<file path="src/rtl/mem_stage.sv">
// mem_stage: memory-access pipeline stage between ex_stage and wb_stage.
// Latches the EX bus and performs at most one data-memory request per
// instruction. Load data is aligned and extended before it goes to WB, and a
// bypass bus tells ID whether the result is usable yet.
module mem_stage #(
  parameter int XLEN     = 32,
  parameter int PC_WIDTH = 32
) (
  input  logic                         clk,
  input  logic                         rst,
  input  logic                         ex_to_mem_valid,
  output logic                         mem_allow_in,
  input  logic [PC_WIDTH+2*XLEN+11:0]  ex_to_mem_bus,
  input  logic                         wb_allow_in,
  output logic                         mem_to_wb_valid,
  output logic [PC_WIDTH+XLEN+6:0]     mem_to_wb_bus,
  output logic [XLEN+6:0]              mem_to_id_bus,
  output logic                         dmem_req,
  input  logic                         dmem_ready,
  output logic                         dmem_we,
  output logic [XLEN-1:0]              dmem_addr,
  output logic [3:0]                   dmem_wstrb,
  output logic [XLEN-1:0]              dmem_wdata,
  input  logic                         dmem_rvalid,
  input  logic [XLEN-1:0]              dmem_rdata,
  output logic                         mem_misalign
);

  typedef enum logic [1:0] {S_IDLE, S_REQ, S_WAIT, S_DONE} state_t;

  state_t state;

  // Half-words need an even address, words need a zero byte offset.
  function automatic logic misaligned(input logic [1:0] size, input logic [1:0] a);
    return ((size == 2'b01) && a[0]) || (size[1] && (a != 2'b00));
  endfunction

  // Fields of the incoming EX bus, needed to decide whether to start a request.
  logic [XLEN-1:0] in_alu;
  logic            in_load, in_store;
  logic [1:0]      in_size;
  logic            latch, in_go_req;

  assign in_alu    = ex_to_mem_bus[2*XLEN+11:XLEN+12];
  assign in_load   = ex_to_mem_bus[5];
  assign in_store  = ex_to_mem_bus[4];
  assign in_size   = ex_to_mem_bus[2:1];
  assign latch     = mem_allow_in & ex_to_mem_valid;
  assign in_go_req = (in_load | in_store) & ~misaligned(in_size, in_alu[1:0]);

  // Latched instruction fields.
  logic                mem_valid;
  logic [PC_WIDTH-1:0] pc_q;
  logic [XLEN-1:0]     alu_q, sd_q, rdata_q;
  logic                wr_q, load_q, store_q, uns_q, ebreak_q;
  logic [4:0]          waddr_q;
  logic [1:0]          size_q;

  logic            is_mem, misalign_q, ready_go, rf_wr_eff, fwd_pending;
  logic [1:0]      a_q;
  logic [XLEN-1:0] shifted, load_val, final_result;

  assign a_q        = alu_q[1:0];
  assign is_mem     = load_q | store_q;
  assign misalign_q = is_mem & misaligned(size_q, a_q);
  assign ready_go   = ~is_mem | (state == S_DONE) | misalign_q;

  assign mem_allow_in    = ~mem_valid | (ready_go & wb_allow_in);
  assign mem_to_wb_valid = mem_valid & ready_go;
  assign mem_misalign    = mem_valid & misalign_q;

  // Pipeline register: take a new instruction whenever the stage can accept one.
  always_ff @(posedge clk) begin
    if (rst) begin
      mem_valid <= 1'b0;
      pc_q      <= '0;
      alu_q     <= '0;
      sd_q      <= '0;
      wr_q      <= 1'b0;
      waddr_q   <= '0;
      load_q    <= 1'b0;
      store_q   <= 1'b0;
      uns_q     <= 1'b0;
      size_q    <= '0;
      ebreak_q  <= 1'b0;
    end else if (mem_allow_in) begin
      mem_valid <= ex_to_mem_valid;
      if (ex_to_mem_valid) begin
        {pc_q, alu_q, sd_q, wr_q, waddr_q, load_q, store_q, uns_q, size_q, ebreak_q} <= ex_to_mem_bus;
      end
    end
  end

  // Request FSM: one request per aligned memory op, response word kept until WB takes it.
  always_ff @(posedge clk) begin
    if (rst) begin
      state   <= S_IDLE;
      rdata_q <= '0;
    end else begin
      case (state)
        S_IDLE: begin
          if (latch && in_go_req) state <= S_REQ;
        end
        S_REQ: begin
          if (dmem_ready) begin
            if (dmem_rvalid) begin
              rdata_q <= dmem_rdata;
              state   <= S_DONE;
            end else begin
              state <= S_WAIT;
            end
          end
        end
        S_WAIT: begin
          if (dmem_rvalid) begin
            rdata_q <= dmem_rdata;
            state   <= S_DONE;
          end
        end
        S_DONE: begin
          if (wb_allow_in) state <= (latch && in_go_req) ? S_REQ : S_IDLE;
        end
        default: state <= S_IDLE;
      endcase
    end
  end

  // Memory port is driven only from latched state, so it stays stable while requesting.
  assign dmem_req   = (state == S_REQ);
  assign dmem_we    = store_q;
  assign dmem_addr  = {alu_q[XLEN-1:2], 2'b00};
  assign dmem_wdata = (size_q == 2'b00) ? {(XLEN/8){sd_q[7:0]}} :
                      (size_q == 2'b01) ? {(XLEN/16){sd_q[15:0]}} : sd_q;

  // Byte enables follow the access size and the byte offset.
  always_comb begin
    dmem_wstrb = 4'b1111;
    case (size_q)
      2'b00:   dmem_wstrb = 4'b0001 << a_q;
      2'b01:   dmem_wstrb = 4'b0011 << a_q;
      default: dmem_wstrb = 4'b1111;
    endcase
  end

  // Load alignment and sign/zero extension.
  assign shifted = rdata_q >> {a_q, 3'b000};
  always_comb begin
    load_val = shifted;
    case (size_q)
      2'b00:   load_val = uns_q ? {{(XLEN-8){1'b0}}, shifted[7:0]}
                                : {{(XLEN-8){shifted[7]}}, shifted[7:0]};
      2'b01:   load_val = uns_q ? {{(XLEN-16){1'b0}}, shifted[15:0]}
                                : {{(XLEN-16){shifted[15]}}, shifted[15:0]};
      default: load_val = shifted;
    endcase
  end

  assign rf_wr_eff    = wr_q & ~store_q & ~misalign_q;
  assign final_result = misalign_q ? '0 : (load_q ? load_val : alu_q);

  assign mem_to_wb_bus = {pc_q, final_result, rf_wr_eff, waddr_q, ebreak_q};

  // A load still waiting for its data makes ID stall instead of forwarding.
  assign fwd_pending   = mem_valid & load_q & ~misalign_q & (state != S_DONE);
  assign mem_to_id_bus = {mem_valid & rf_wr_eff,
                          mem_valid ? waddr_q : 5'd0,
                          fwd_pending,
                          (mem_valid & ~fwd_pending) ? final_result : {XLEN{1'b0}}};

endmodule

</file>
<file path="config.mk">
export PLATFORM = sky130hd
export DESIGN_NAME = mem_stage
export DESIGN_NICKNAME = d
export VERILOG_FILES = /design/src/rtl/mem_stage.sv
export SDC_FILE = /design/constraint.sdc
export NUM_CORES = 1
export LEC_CHECK = 0
export BUFFER_PORTS_ARGS = -buffer_cell sky130_fd_sc_hd__buf_2
export CAP_MARGIN = 20
export CORE_MARGIN = 3
export CORE_UTILIZATION = 49
export CTS_CLUSTER_DIAMETER = 100
export DETAILED_ROUTE_END_ITERATION = 8
export PLACE_DENSITY = 0.9
export SLEW_MARGIN = 15
export SYNTH_ARGS = -nofsm -noshare
export SYNTH_HDL_FRONTEND = slang
export SYNTH_SLANG_ARGS = --single-unit
</file>
<file path="constraint.sdc">
create_clock -name clk -period 2.45 [get_ports clk]
set_input_delay 0.1225 -clock clk [delete_from_list [all_inputs] [get_ports clk]]
set_output_delay 0.1225 -clock clk [all_outputs]
set_load 0.02 [all_outputs]
</file>
==> results.tsv, run 1 <==
metric	value	unit
io pins	329	
fin crit period	2.36	ns
Worst Tran Pin Value	0.880	ns
Final HPWL DP	20100	um
die area	17600	um2
Max Slew Vio Count	0	
#FFs+latches synth	143	
worst-path fanout max	26	
CTS clk-pin slew, worst paths	0.06	ns
Logic pwr share	27.6	%
asr flop ratio synth	0	%
# DRC	0	
critical path arrival	2.24	ns
first-pass GRT wire length	50500	um
count of input and output buffers	326	
Die Height	133	um
RePlAce Congestion	0.898	
synthesis-to-layout area growth	41.3	%
post-synthesis cell area	7850	um2
Num CTS Buffers	17	
most common cell after layout, fill and taps aside	buf_2	
type of the worst setup path	flop to output port	
EDFF count, synth	0	
sequential share of power	38.0	%
share of cells above drive strength 1	30.9	%
CP Launch Type	flop	
Fmax	0.423	GHz
Starting DRT DRC Count	1049	
nets@finish	1507	
maxcap violations	0	
H-tree Lvls	4	
CTS tree	yes	
HP Class	input port to flop	
Mean Syn Cell Area	7.77	um2
DRT Wirelength	33200	um
Post-DRT Antenna Nets	0	
Slew Limit Headroom	41.3	%
initial antenna violation count	4	
Seq/Total Area, Yosys	36.5	%
clk_skew	0.0105	ns
WL/cell	21.0	um
worst skew pair latency	0.42	ns
Ys Warns	0	
GRT Residual Overflow	0	
FILL cells	1138	
Core Area	15400	um2
Clock Path Buffers	2	
Post-Syn Instances	1010	
synth unique cells	50	
Die Width	133	um
pwr dens	640	nW/um2
clock share of power	34.4	%
Initial Util	50.9	%
gr usage total	35.3	%
Final Hold Viols	0	
Period Utilization, post-route	96.5	%
Psw	2440	uW
vias per cell	6.20	
CTS root buf	clkbuf_16	
top_reg_cell synth	dfxtp_1	
commonest cells after routing, fill and taps aside	buf_2, a21oi_1, dfxtp_1	
hold_ws	0.00933	ns
DRT Pass-1 Iters	6	
Max IR drop VDD	0.477	mV
clk sinks	143	
num rows	45	
Net Sw Frac	34.3	%
outcome	completed	
CP Capture Type	output port	
largest net degree at the start of global routing	80	
vias in the first global route	9341	
Final setup viols	0	
Pint	4660	uW
routed via count	9803	
Leak	0.00467	uW
Required @ worst endpoint	2.33	ns
final core occ	71.9	%
worst max-delay path, cell delays in order (launching register included):
cell	delay, ns
dfxtp_2	0.37
nor2_1	0.22
buf_4	0.25
nor3_2	0.07
buf_4	0.25
nor3_1	0.30
nor2b_1	0.17
buf_2	0.18
what timing repair did:
action	CTS	global route
setup buffers	0	0
pin swaps	0	1
setup endpoints to repair	5	13
cloned	0	1
gates resized for setup	7	4
hold endpoints to repair	118	0
hold buffers	118	0
synth_stat cells, types with 6 or more instances:
library cell / count / area, um2
a21oi_1: 184 / 921
a22oi_1: 8 / 60.1
and2_1: 9 / 56.3
buf_2: 6 / 30.0
buf_4: 44 / 330
clkbuf_1: 87 / 327
clkbuf_2: 8 / 40.0
dfxtp_1: 143 / 2860
inv_1: 7 / 26.3
mux2_2: 12 / 135
mux2i_1: 40 / 400
nand2_1: 102 / 383
nand3b_1: 8 / 60.1
nor2_1: 36 / 135
nor2b_1: 6 / 37.5
nor3_1: 10 / 50.1
o2111ai_1: 7 / 61.3
o211ai_1: 111 / 833
o21ai_0: 106 / 531
o21ai_1: 22 / 110
path summary, 6_finish.rpt:
check,from,endpoint,slack (ns),depth (start not counted)
setup / recovery,size_q[1]$_SDFFE_PP0P_,mem_to_id_bus[1],0.09,7
hold / removal,ex_to_mem_bus[26],sd_q[14]$_SDFFE_PP0P_,0.009,3
setup reg to reg,state[0]$_SDFFE_PP0P_,pc_q[2]$_SDFFE_PP0P_,0.20,6
hold reg to reg,rdata_q[6]$_SDFFE_PP0P_,rdata_q[6]$_SDFFE_PP0P_,0.46,2
state kept, by name, summed over array words and instances, names as in the netlist, 2 cells and up:
name,flops
alu_q,32
pc_q,32
rdata_q,32
sd_q,32
waddr_q,5
size_q,2
state,2
power groups by stage:
stage | sequential (uW) | clock [uW] | combinational [uW]
floorplan | 2710 | 0 | 1160
global placement | 2720 | 0 | 1660
detailed placement | 2730 | 0 | 1690
CTS | 2680 | 2450 | 1860
global route | 2710 | 2540 | 2090
finish | 2700 | 2440 | 1960
cells by family after synthesis:
kind of cell | share of synthesized area, %
adders and majority gates | 0.797
and+or+nand+nor | 10.2
muxes | 7.39
DFF | 36.5
buffers and inverters | 10.6
AOI/OAI and AO/OA | 34.4
other | 0.0478
per-layer routing:
metal  track usage (%)  wire, um  part of all wire (%)  up-vias
met3              8.63      3640                    11      193
met2              60.2     15800                    48      807
met1              40.5     11800                    36     4473
li1                  -         -                     -     4328
met4              20.0      1910                   5.7        2
met5                 0        13                 0.039        -
through the flow:
| step | power, uW | instance area, um2 | std cells | worst slack (ns) | setup TNS [ns] |
|---|---|---|---|---|---|
| 2_1_floorplan | 3870 | 7860 | 1011 | 0.394 | 0 |
| 3_3_place_gp | 4380 | 9290 | 1428 | 0.372 | 0 |
| 3_5_place_dp | 4420 | 9290 | 1428 | 0.238 | 0 |
| 4_1_cts | 6990 | 11000 | 1576 | 0.0198 | 0 |
| 5_1_grt | 7340 | 11100 | 1581 | -0.00309 | -0.00384 |
| 6_report | 7100 | 11100 | 1582 | 0.0852 | 0 |
area by class of cell:
cell class	count	area, um2	area share, %
Multi-Input combinational cell	704	4210	37.9
Timing Repair Buffer	481	3170	28.6
Sequential cell	143	2870	25.8
Clock buffer	17	425	3.83
Tap cell	211	264	2.38
Clock inverter	13	116	1.05
Inverter	9	36.3	0.327
Antenna cell	4	10.0	0.0902
Note: power is estimated with default switching activity, not from simulation.
==> run 2, diff against run 1 <==
Settings changed: CELL_PAD_IN_SITES_DETAIL_PLACEMENT from default to 1, CELL_PAD_IN_SITES_GLOBAL_PLACEMENT from default to 1, CORE_UTILIZATION 49 to 34, PLACE_DENSITY 0.9 to 0.89.
==> results.tsv, run 2 (same netlist as run 1, synthesis figures left out) <==
metric	value	unit
outcome	completed	
commonest cells after routing, fill and taps aside	buf_2, a21oi_1, dfxtp_1	
Leak	0.00476	uW
Period Utilization, post-route	99.7	%
hold_sp	ex_to_mem_bus[1]	
R2R depth	6	
CTS root buf	clkbuf_16	
Slew Limit Headroom	41.3	%
placed cell count	1499	
HP Class	input port to flop	
initial antenna violation count	12	
RePlAce Congestion	0.827	
largest net degree at the start of global routing	82	
CTS tree	yes	
flop2flop setup slack	0.24	ns
CP max-delay cell	dfxtp_1	
CP Launch Type	flop	
final core occ	51.3	%
num rows	54	
Tot Pwr	7430	uW
Crit path top cell by count	buf_4	
Initial Util	35.3	%
critical path arrival	2.32	ns
Num CTS Buffers	17	
hold_ws	0.0133	ns
routed via count	9781	
Die Width	158	um
vias in the first global route	10200	
worst reg2reg path startpoint	alu_q[0]$_SDFFE_PP0P_	
Core Area	22200	um2
DRT Pass-1 Iters	6	
pre-CTS setup slack	0.136	ns
vias per cell	5.85	
clk sinks	143	
pwr dens	651	nW/um2
crit-path leading delay family	buffers and inverters	
Min-Delay Endpoint	size_q[0]$_SDFFE_PP0P_	
fin crit period	2.44	ns
WP buf/inv	3	
worst skew pair latency	0.44	ns
gr usage total	30.5	%
Cell Chain, Critical Path	ha_1, buf_4, a211o_1, nand2_2, buf_4, nor3_1, buf_2	
Final Hold Viols	0	
maxcap violations	0	
Fmax	0.409	GHz
Clock Path Buffers	2	
Worst Hold Depth	3	
Crit path largest cell delay	0.43	ns
setup slack after layout	0.00708	ns
clk_skew	0.0128	ns
Max Slew Vio Count	0	
count of input and output buffers	326	
die area	25000	um2
CTS clk-pin slew, worst paths	0.07	ns
most common cell after layout, fill and taps aside	buf_2	
type of the worst setup path	flop to output port	
CP Capture Type	output port	
# DRC	0	
io pins	329	
FILL cells	2731	
capturing point of the worst reg2reg path	alu_q[29]$_SDFFE_PP0P_	
WL/cell	23.8	um
first-pass GRT wire length	59300	um
Required @ worst endpoint	2.33	ns
DRT Wirelength	39800	um
synthesis-to-layout area growth	45.3	%
worst-path fanout max	5	
nets@finish	1521	
Worst Tran Pin Value	0.870	ns
Starting DRT DRC Count	829	
Final setup viols	0	
H-tree Lvls	4	
share of cells above drive strength 1	31.1	%
post-route insts no fill	1673	
Final HPWL DP	23900	um
Post-DRT Antenna Nets	0	
Max IR drop VDD	0.474	mV
Die Height	158	um
GRT Residual Overflow	0	
run 2: cell types whose count changed in the layout (fill, tap and decap cells not counted), sizes merged, moves of 5 or more:
cell	before	now
dlygate4sd3	118	132
clkinv	7	2
diode	4	10
inv	11	17
run 2: timing repair:
| action | 4_1_cts | 5_1_grt |
|---|---|---|
| setup endpoints to repair | 64 | 44 |
| setup buffers | 0 | 0 |
| pin swaps | 0 | 1 |
| resized for setup | 4 | 11 |
| hold endpoints to repair | 132 | 0 |
| hold buffers | 132 | 0 |
run 2: worst max path at each step:
| stage | cells after the start | startpoint | end |
|---|---|---|---|
| floorplan | 5 | alu_q[0]$_SDFFE_PP0P_ | mem_to_id_bus[0] |
| global route | 7 | state[0]$_SDFFE_PP0P_ | mem_to_id_bus[4] |
| finish | 7 | state[0]$_SDFFE_PP0P_ | mem_to_id_bus[4] |
| global placement | 6 | alu_q[1]$_SDFFE_PP0P_ | mem_to_id_bus[1] |
| detailed placement | 6 | state[1]$_SDFFE_PP0P_ | rdata_q[4]$_SDFFE_PP0P_ |
| CTS | 6 | size_q[1]$_SDFFE_PP0P_ | mem_to_id_bus[28] |
run 2: layout make-up:
| cell class | instances | area (um2) | area share (%) |
|---|---|---|---|
| multi-input cells | 704 | 4220 | 37.0 |
| repair buffers | 495 | 3330 | 29.2 |
| flip-flops and latches | 143 | 2870 | 25.2 |
| clock buffers | 17 | 425 | 3.73 |
| well taps | 280 | 350 | 3.07 |
| clock inverters | 15 | 151 | 1.33 |
| inverters | 9 | 36.3 | 0.318 |
| diodes | 10 | 25.0 | 0.219 |
run 2: routing by layer:
metal  GRT usage (%)  up-vias  wire length (um)
met2            53.2      530             19900
met4            15.2        6              1840
met3            6.64      136              2800
li1                -     4343                 -
met1            35.3     4766             15300
met5               0        -                28
run 2: power breakdown:
part | internal, uW | total (uW) | switching [uW]
sequential | 2520 | 2720 | 205
clock | 1430 | 2650 | 1220
combinational | 770 | 2050 | 1280
run 2: stage by stage:
stage               TNS, ns  instance area [um2]
floorplan                 0                 7860
global placement          0                 9440
detailed placement        0                 9440
CTS                       0                11300
global route        -0.0280                11400
finish                    0                11400
run 2: worst min-delay path, cell delays in order:
cell and delay, ns:
buf_2 0.13, o211ai_1 0.09, a21oi_1 0.07
==> run 3, diff against run 2 <==
Settings changed: ABC_AREA from default to 1, CELL_PAD_IN_SITES_DETAIL_PLACEMENT 1 to default, CELL_PAD_IN_SITES_GLOBAL_PLACEMENT 1 to default, CORE_UTILIZATION 34 to 48, GPL_TIMING_DRIVEN from default to 0.
==> results.tsv, run 3 <==
metric	value	unit
Final HPWL DP	21500	um
post-synth top area share	38.7	%
CTS tree	yes	
maxcap violations	0	
flop2flop setup slack	0.28	ns
fin crit period	2.38	ns
largest net degree at the start of global routing	17	
Crit path top cell by count	a21oi_1	
CTS clk-pin slew, worst paths	0.06	ns
Tot Pwr	8440	uW
post-synthesis cell area	7390	um2
clk sinks	143	
Worst Tran Pin Value	0.622	ns
synthesis-to-layout area growth	49.8	%
routed via count	9433	
die area	16900	um2
Initial Util	49.9	%
most common cell after layout, fill and taps aside	buf_2	
Net Sw Frac	37.2	%
H-tree Lvls	4	
Psw	3140	uW
gr usage total	36.5	%
CP Capture Type	output port	
# DRC	0	
Pint	5300	uW
Fmax	0.420	GHz
clk_skew	0.0116	ns
share of cells above drive strength 1	31.6	%
Period Utilization, post-route	97.3	%
Mean Syn Cell Area	6.77	um2
nets@finish	1703	
cell count along the critical path	10	
cell accounting for the most synthesized area	dfxtp_1	
Slew Limit Headroom	58.5	%
Final Hold Viols	0	
Required @ worst endpoint	2.33	ns
top cells by area, synth	dfxtp_1, nor2_1, o21ai_0	
EDFF count, synth	0	
vias per cell	5.39	
cell area after layout	11100	um2
Post-DRT Antenna Nets	0	
commonest cells after routing, fill and taps aside	buf_2, nor2_1, o21ai_0	
Num CTS Buffers	17	
RSZ-0062 raised after global routing	yes	
Post-synth top cells	nor2_1, o21ai_0, nand2_1, dfxtp_1, inv_1	
Post-Syn Instances	1092	
Cell Chain, Critical Path	buf_4, clkbuf_2, a21oi_1, o21ai_0, a21oi_1, nor2_1, nor3_2, inv_1, nor2_2, buf_2	
Ys Warns	0	
Core Area	14800	um2
outcome	completed	
critical path arrival	2.26	ns
synth unique cells	37	
#FFs+latches synth	143	
Crit path largest cell delay	0.30	ns
RePlAce Congestion	0.982	
asr flop ratio synth	0	%
CP max-delay cell	dfxtp_1	
Max IR drop VDD	0.507	mV
CTS root buf	clkbuf_16	
DRT Pass-1 Iters	5	
first-pass GRT wire length	47600	um
Logic pwr share	33.5	%
worst skew pair latency	0.43	ns
crit-path leading delay family	buffers and inverters	
Placed Area	9260	um2
num rows	44	
sequential share of power	34.5	%
FILL cells	1075	
WL/cell	18.2	um
count of input and output buffers	326	
Final setup viols	0	
CP Launch Type	flop	
io pins	329	
clock share of power	31.9	%
Max Slew Vio Count	0	
Worst Hold Depth	3	
Clock Path Buffers	2	
Die Width	130	um
DRT Wirelength	31900	um
pwr dens	762	nW/um2
GRT Residual Overflow	0	
type of the worst setup path	flop to output port	
WP buf/inv	4	
vias in the first global route	9291	
Leak	0.00569	uW
post-route setup TNS	0	ns
Starting DRT DRC Count	996	
top_reg_cell synth	dfxtp_1	
R2R depth	9	
top-count cell post-synth	nor2_1	
Seq/Total Area, Yosys	38.7	%
worst-path fanout max	10	
HP Class	input port to flop	
initial antenna violation count	0	
Die Height	130	um
-- run 3: cell types whose count changed in the layout (fill, tap and decap cells not counted), sizes merged, moves of 20 or more --
cell         change
inv             +84
clkbuf          +38
nand2           +56
o211ai         -102
o21ai           +65
dlygate4sd3     -20
buf             +46
mux2i           -40
nor2           +219
nand3           +26
a21oi          -118
-- run 3: kinds of logic after synthesis --
kind of cell               Yosys count  share of synthesized area (%)
and+or+nand+nor                    453                           25.7
AOI/OAI and AO/OA                  275                           19.4
buffers and inverters              215                           15.2
DFF                                143                           38.7
adders and majority gates            5                          0.846
other                                1                         0.0507
-- run 3: worst paths after layout --
check | start | endpoint
worst min register to register | rdata_q[5]$_SDFFE_PP0P_ | rdata_q[5]$_SDFFE_PP0P_
worst min-delay path | dmem_rdata[16] | rdata_q[16]$_SDFFE_PP0P_
worst max-delay path | alu_q[1]$_SDFFE_PP0P_ | mem_to_id_bus[11]
worst max register to register | state[0]$_SDFFE_PP0P_ | sd_q[8]$_SDFFE_PP0P_
-- run 3: what timing repair did --
item / CTS / global route
buffers inserted: 0 / 2
setup endpoints to repair: 4 / 53
pin swaps: 0 / 3
hold buffers: 112 / 0
resized for setup: 3 / 25
hold endpoints to repair: 112 / 0
-- run 3: area by class of cell --
type                            count  area, um2  area share, %
Antenna cell                        2       5.00         0.0452
Buffer                            118        764           6.90
Clock buffer                       18        429           3.88
Clock inverter                     14        181           1.64
Inverter                           97        374           3.38
Multi-Input combinational cell    735       3440           31.1
Sequential cell                   143       2870           25.9
Tap cell                          184        230           2.08
Timing Repair Buffer              440       2780           25.1
-- run 3: through the flow --
stage,cells,hold slack (ns),utilization [%],setup slack (ns)
floorplan,1093,0.192,-,0.483
global placement,1603,0.296,62.5,0.242
detailed placement,1603,0.302,62.5,0.221
CTS,1747,0.0000481,74.2,0.0107
global route,1749,0.0118,74.7,-0.0626
finish,1751,0.00695,74.8,0.0666
-- run 3: worst min-delay path, cell delays in order --
cell and delay (ns):
buf_2 0.08, o21ai_0 0.07, a21oi_1 0.12
-- run 3: per-layer routing --
layer	track usage (%)	vias to the layer above	routed length (um)
met3	8.19	152	2810
met4	20.6	0	1720
met5	0	-	0
met2	62.4	638	15500
met1	42.1	4267	11900
li1	-	4376	-
-- run 3: power by group through the flow --
stage / clock network, uW / logic (uW) / registers, uW
floorplan: 0 / 1640 / 2930
global placement: 0 / 2490 / 2920
detailed placement: 0 / 2540 / 2930
CTS: 2710 / 2700 / 2890
global route: 2810 / 3050 / 2940
finish: 2700 / 2830 / 2910
